<file path="config.mk">
export PLATFORM = sky130hd
export DESIGN_NAME = td4_cpu
export DESIGN_NICKNAME = d
export VERILOG_FILES = /design/src/rtl/td4_cpu.sv
export SDC_FILE = /design/constraint.sdc
export NUM_CORES = 1
export LEC_CHECK = 0
export CAP_MARGIN = 10
export CELL_PAD_IN_SITES_DETAIL_PLACEMENT = 1
export CELL_PAD_IN_SITES_GLOBAL_PLACEMENT = 1
export CORE_ASPECT_RATIO = 1.4
export CORE_UTILIZATION = 36
export CTS_CLUSTER_DIAMETER = 60
export DETAILED_ROUTE_END_ITERATION = 8
export PLACE_DENSITY = 0.83
export SKIP_LAST_GASP = 1
export SYNTH_ARGS = -nofsm -noshare
export SYNTH_HDL_FRONTEND = slang
export SYNTH_SLANG_ARGS = --single-unit
</file>
<file path="constraint.sdc">
create_clock -name clk -period 2 [get_ports clk]
set_clock_uncertainty 0.1 [all_clocks]
set_input_delay 0.3 -clock clk [delete_from_list [all_inputs] [get_ports clk]]
set_output_delay 0.3 -clock clk [all_outputs]
set_load 0.02 [all_outputs]
</file>
<file path="src/rtl/td4_cpu.sv">
// rtl/td4_cpu.sv - single-cycle TD4-style accumulator CPU; HLT opcode enabled by `TD4_CPU_HALT_EN
module td4_cpu #(
    parameter int DATA_W = 4,
    parameter int ADDR_W = 4,
    parameter int RST_PC = 0
) (
    input  logic              clk,
    input  logic              n_rst,
    input  logic [DATA_W+3:0] data,
    input  logic [DATA_W-1:0] switch,
    output logic [ADDR_W-1:0] addr,
    output logic [DATA_W-1:0] led,
    output logic              halted
);
    localparam logic [ADDR_W-1:0] RST_ADDR = ADDR_W'(RST_PC);

    typedef enum logic [3:0] {
        OP_ADD_A  = 4'b0000,
        OP_MOV_AB = 4'b0001,
        OP_IN_A   = 4'b0010,
        OP_MOV_AI = 4'b0011,
        OP_MOV_BA = 4'b0100,
        OP_ADD_B  = 4'b0101,
        OP_IN_B   = 4'b0110,
        OP_MOV_BI = 4'b0111,
        OP_HLT    = 4'b1000,
        OP_OUT_B  = 4'b1001,
        OP_OUT_I  = 4'b1011,
        OP_JNC    = 4'b1110,
        OP_JMP    = 4'b1111
    } opcode_t;

    logic [ADDR_W-1:0] pc, pc_inc, pc_nxt;
    logic [DATA_W-1:0] reg_a, reg_b, led_q;
    logic [DATA_W-1:0] a_nxt, b_nxt, led_nxt;
    logic              carry, c_nxt;
    logic              run;
    opcode_t           opcode;
    logic [DATA_W-1:0] im, src;
    logic [ADDR_W-1:0] im_addr;
    logic [DATA_W:0]   sum;

    assign opcode  = opcode_t'(data[DATA_W+3:DATA_W]);
    assign im      = data[DATA_W-1:0];
    assign im_addr = im[ADDR_W-1:0];
    assign pc_inc  = pc + ADDR_W'(1);
    assign src     = (opcode == OP_ADD_B) ? reg_b : reg_a;
    assign sum     = {1'b0, src} + {1'b0, im};

    assign addr = pc;
    assign led  = led_q;

`ifdef TD4_CPU_HALT_EN
    logic halt_req;
    logic halted_q;

    // Sticky until reset; freezes all architectural state via run.
    always_ff @(posedge clk or negedge n_rst) begin
        if (!n_rst) begin
            halted_q <= 1'b0;
        end else if (halt_req) begin
            halted_q <= 1'b1;
        end
    end

    assign run    = ~halted_q;
    assign halted = halted_q;
`else
    assign run    = 1'b1;
    assign halted = 1'b0;
`endif

    always_comb begin
        pc_nxt  = pc_inc;
        a_nxt   = reg_a;
        b_nxt   = reg_b;
        c_nxt   = 1'b0;
        led_nxt = led_q;
`ifdef TD4_CPU_HALT_EN
        halt_req = 1'b0;
`endif
        case (opcode)
            OP_ADD_A: begin
                a_nxt = sum[DATA_W-1:0];
                c_nxt = sum[DATA_W];
            end
            OP_ADD_B: begin
                b_nxt = sum[DATA_W-1:0];
                c_nxt = sum[DATA_W];
            end
            OP_MOV_AI: a_nxt   = im;
            OP_MOV_BI: b_nxt   = im;
            OP_MOV_AB: a_nxt   = reg_b;
            OP_MOV_BA: b_nxt   = reg_a;
            OP_IN_A:   a_nxt   = switch;
            OP_IN_B:   b_nxt   = switch;
            OP_OUT_B:  led_nxt = reg_b;
            OP_OUT_I:  led_nxt = im;
            OP_JMP:    pc_nxt  = im_addr;
            // Carry is tested here, before the default clear lands on the edge.
            OP_JNC: begin
                if (!carry) pc_nxt = im_addr;
            end
`ifdef TD4_CPU_HALT_EN
            OP_HLT:    halt_req = 1'b1;
`endif
            default: ;
        endcase
    end

    always_ff @(posedge clk or negedge n_rst) begin
        if (!n_rst) begin
            pc    <= RST_ADDR;
            reg_a <= '0;
            reg_b <= '0;
            carry <= 1'b0;
            led_q <= '0;
        end else if (run) begin
            pc    <= pc_nxt;
            reg_a <= a_nxt;
            reg_b <= b_nxt;
            carry <= c_nxt;
            led_q <= led_nxt;
        end
    end

endmodule

</file>
# Word-level counts from Yosys, hierarchy flattened
# Index checks and enable logic that the tools add are counted.
[totals] output_inout_bits=9 ff_bits=17 elab_cells=30 inputBits=14
[classes] add_sub_neg=2 reduce_logical=5 muxes=7 eq_ne=11
[ops] operator="one-hot mux 4 bit (4 select lines)" count=2
[ops] operator="equality test 4 x 3 -> 1 bit, second input constant" count=4
[ops] operator="equality test 4 bit, second input constant" count=4
[ops] operator="one-hot mux 4 bit (2 select lines)" count=2
[ops] operator="equality test 4 x 2 -> 1 bit, second input constant" count=2
[ops] operator="2-to-1 mux 4 bit" count=2
[ops] operator="nonzero test 4 bit" count=2
[ops] operator="adder 4 x 4 -> 5 bit" count=1
[ops] operator="adder 4 x 1 -> 4 bit, second input constant" count=1
[ops] operator="equality test 4 x 1 -> 1 bit, second input constant" count=1
[ops] operator="logical NOT 4 bit" count=1
[ops] operator="nonzero test 2 bit" count=1
[ops] operator="OR reduction 2 bit" count=1
[ops] operator="2-to-1 mux 1 bit" count=1

# Depth between registers and ports, before layout
[logic_depth] ltp_word=4 mapped_depth=9 mapped_depth_nobuf=8

# Worst setup path after synthesis
# No wires, ideal clock.
[synth_path] path_kind="input port to flip-flop" from="input data[5]" to="register reg_b[2]" setup_time_ns=0.125 path_buffers=1 setup_slack_ns=-0.518 cell_stages=9 arrival_ns=2.293 required_ns=1.775 path_cell_list="buf_6 > nand4bb_1 > nand2_1 > nand2_1 > ha_1 > fa_1 > xor2_1 > mux4_2 > mux2_2"
[synth_via] elab_chain_len=4 word_cells_on_any_way=8 cone_classes="add/sub: 1; eq/ne: 4; mux: 2; reduce/logical: 1"
[synth_rtl] item="start: declaration" line_no="9" text="input logic [DATA_W+3:0] data,"
[synth_rtl] item="equality test 4 x 3 -> 1 bit" line_no="47, 82"
[synth_rtl] item="2-to-1 mux 4 bit" line_no="47" text="assign src = (opcode == OP_ADD_B) ? reg_b : reg_a;"
[synth_rtl] item="adder 4 x 4 -> 5 bit" line_no="48" text="assign sum = {1'b0, src} + {1'b0, im};"
[synth_rtl] item="one-hot mux 4 bit (4 select lines)" line_no="82" text="case (opcode)"
[synth_rtl] item="end signal: assignment" line_no="121" text="reg_b <= b_nxt;"
[synth_rtl] item="end: declaration" line_no="34" text="logic [DATA_W-1:0] reg_a, reg_b, led_q;"
# Parallel ways exist; a longest one is shown, timed or not.
# A chain may end at the register's enable or synchronous reset.

# Worst setup path in the final report
[layout_path] from="input data[4]" to="register reg_a[2]"
[layout_via] elab_chain_len=4 word_cells_on_any_way=9 cone_classes="add/sub: 1; eq/ne: 4; mux: 2; reduce/logical: 2"
[layout_rtl] item="equality test 4 x 3 -> 1 bit" line_no="47"
[layout_rtl] item="2-to-1 mux 4 bit" line_no="47"
[layout_rtl] item="adder 4 x 4 -> 5 bit" line_no="48"
[layout_rtl] item="one-hot mux 4 bit (4 select lines)" line_no="82"
[layout_rtl] item="end signal: assignment" line_no="120" text="reg_a <= a_nxt;"
[layout_rtl] item="end: declaration" line_no="34"
# Parallel ways exist; a longest one is shown, timed or not.

==> results.tsv <==
stage	metric	value	unit
timing	Final Critical Period	2.187	ns
route	DRC Markers	0	
final_layout	Final nets	180	
timing	Final WS setup	-0.1874	ns
grt	largest net degree at the start of global routing	18	
worst_hold_path	min-delay worst type	input port to asynchronous set/reset pin	
place	IO Port Bufs	21	
floorplan	DIE AREA	3528	um2
power_and_ir_drop	Pwr per Cell Area	975.5	nW/um2
synth	post-synthesis sequential area ratio	0.3590	
cts	Worst-Skew Late Latency	0.25	ns
synth	Yosys reg bits	17	
floorplan	Die Span Y	69.88	um
floorplan	row count	24	
worst_setup_path	crit path kind	input port to register	
worst_setup_path	crit path max fanout	4	
grt	initial antenna violation count	0	
synth	syn nets	132	
final_layout	Ant. Diodes	0	
route	Avg WL per Cell	19.29	um
cts	htree depth	1	
worst_setup_path	Reg-to-Reg Start	reg_b[0]	
timing	final setup TNS	-0.4474	ns
timing	period utilization	1.094	
route	Antenna Violating Nets Remaining	0	
worst_setup_path	CP Capture Type	register	
floorplan	Starting Density	0.3794	
timing	Setup violations, final	3	
route	Iter 0 DRT Violations	20	
floorplan	die width	50.49	um
cts	CTS Buf Count	3	
cts	clock transition at the registers of the reported paths	0.07	ns
grt	GRT Util Overall	0.2491	
timing	Slew Viols, Final	0	
cts	Root Buffer Master	clkbuf_8	
place	dpl ws	-0.9213	ns
power_and_ir_drop	maximum vdd drop	0.0004849	V
route	DR vias	1071	
route	Avg Vias per Cell	5.437	
synth	share of the synthesized area in the top cell type	0.3590	
power_and_ir_drop	P_leak	0.0007837	uW
place	Post-DP HPWL	3002	um
final_layout	fraction of layout cells with a size suffix above 1	0.3924	
worst_setup_path	CP startpoint kind	input port	
grt	first-pass GRT wire length	6382	um
grt	vias in the first global route	1291	
status	status	finished with violations	
synth	post-synthesis average cell area	10.67	um2
route	Initial DRT Pass Iterations	4	
route	final wirelength	3801	um
synth	FFs w/ async S/R, synth	1.000	
synth	EDFF count, synth	0	
floorplan	CORE AREA	3123	um2
grt	grt total ovfl	0	
timing	fmax	0.4572	GHz
timing	RSZ-0062 raised after global routing	yes	
job	maxcap violations	0	
synth	Syn Inst Count	111	
final_layout	final core utilization	0.5521	
place	GPL Wtd Cong	0.8491	
floorplan	I/O Pins	23	
worst_setup_path	CP Launch Point	data[4]	
cts	TritonCTS clock tree	built	
final_layout	Final Non-Filler Cells	197	
timing	Hold Fails Final Rpt	0	
worst_setup_path	Worst EP required	2.04	ns
cts	Clock Sinks	17	
place	Placed Cells	191	
worst_setup_path	arrival time worst endpoint	2.23	ns
synth	mapped cell area	1185	um2
synth	Synth warnings	0	
cts	Clock Path Buffers	2	
final_layout	area grow syn2layout	45.51	%
synth	Area contributors post-synth	dfrtp_1 (36%), mux2i_1 (7.6%), mux2_2 (7.6%)	
synth	Synth area leader	dfrtp_1	
synth	top_reg_cell synth	dfrtp_1	
status	failing checks	negative setup slack	
synth	Distinct cells, synth	32	
-- cells in the mapped netlist, types with 2 or more instances --
| cell type | count |
|---|---|
| a211o_1 | 2 |
| a21oi_1 | 4 |
| buf_6 | 4 |
| dfrtp_1 | 17 |
| ha_1 | 6 |
| inv_1 | 2 |
| mux2_2 | 8 |
| mux2i_1 | 9 |
| mux4_2 | 4 |
| nand2_1 | 22 |
| nand3_1 | 3 |
| nand4_1 | 2 |
| nor2_1 | 4 |
| o211ai_1 | 2 |
| o21ai_0 | 4 |
| xor2_1 | 2 |
-- layer usage --
layer | vias to the layer above | GRT usage | routed length (um)
li1 | 491 | - | -
met1 | 535 | 0.2591 | 1420
met2 | 32 | 0.4652 | 2105
met3 | 13 | 0.03050 | 147
met4 | 0 | 0.1327 | 128
met5 | - | 0 | 0
-- placed cells by master (no fill, tap or decap), drive strengths merged --
cell type      count
and4bb             1
mux2               8
a21o               1
clkdlybuf4s50     16
and2b              1
xor2               2
a2111oi            1
nand2             22
nor4               1
xnor2              1
dlygate4sd2        1
nand4              2
or4                1
and3b              1
buf               32
conb               1
inv                2
a221oi             1
mux4               4
dfrtp             17
nand3b             1
ha                 6
clkbuf             4
nand4bb            1
o21ai              4
or2b               1
mux2i              9
nand3              3
fa                 1
a211o              2
nor2               4
o211ai             2
a21oi              4
-- logic make-up (layout without fill, tap and decap cells) --
group	Yosys count	count (layout)	synth area share
flops	17	17	0.3590
other cells	1	1	0.003165
compound gates	15	15	0.08237
xor+xnor	3	3	0.02218
fa+ha+maj	7	7	0.08025
mux	21	21	0.2281
simple gates	39	39	0.1700
buf+inv	8	55	0.05491
-- cell type report --
| class | instances | area [um2] |
|---|---|---|
| Fill cell | 358 | 1399 |
| Sequential cell | 17 | 425.4 |
| Tap cell | 39 | 48.80 |
| Clock buffer | 4 | 45.04 |
| Multi-Input combinational cell | 86 | 769.5 |
| Timing Repair Buffer | 49 | 427.9 |
| Inverter | 2 | 7.507 |
-- state kept, by name, summed over array words and instances, names as in the netlist --
| signal | cells |
|---|---|
| reg_a | 4 |
| led | 4 |
| reg_b | 4 |
| carry | 1 |
| addr | 4 |
-- through the flow --
stage	instance area, um2	power, uW	hold slack, ns
after floorplan	1225	975.7	-0.09559
after global placement	1607	1266	0.3633
after detailed placement	1607	1343	0.3907
after CTS	1699	1660	0.2815
after global routing	1724	1778	0.2935
final	1724	1682	0.2761
-- worst paths after layout --
path | endpoint | slack, ns | cells past startpoint
max | reg_a[2] | -0.19 | 9
min | led[1] | 0.28 | 2
max reg2reg | reg_a[2] | -0.18 | 7
min reg2reg | led[2] | 0.40 | 2
max in group asynchronous | reg_a[3] | 1.33 | 2
min in group clk | carry | 0.37 | 4
-- repair_timing --
| item | 4_1_cts | 5_1_grt |
|---|---|---|
| hold buffers | 0 | 0 |
| gates resized for setup | 30 | 5 |
| endpoints found under the setup margin | 8 | 4 |
| setup buffers | 2 | 0 |
| pin swaps | 8 | 5 |
-- power breakdown --
group	leakage, uW	switching (uW)	internal [uW]
registers	0.000205	95.6	451
logic	0.000556	386	489
clock network	0.0000228	119	142
-- critical path: stages --
cell and delay (ns):
buf_6 0.10, and4bb_2 0.26, nand2_2 0.08, nand2_2 0.07, ha_4 0.17, fa_2 0.36
xor2_2 0.16, mux4_2 0.46, mux2_4 0.27
Power figures use the tool's default switching activity.
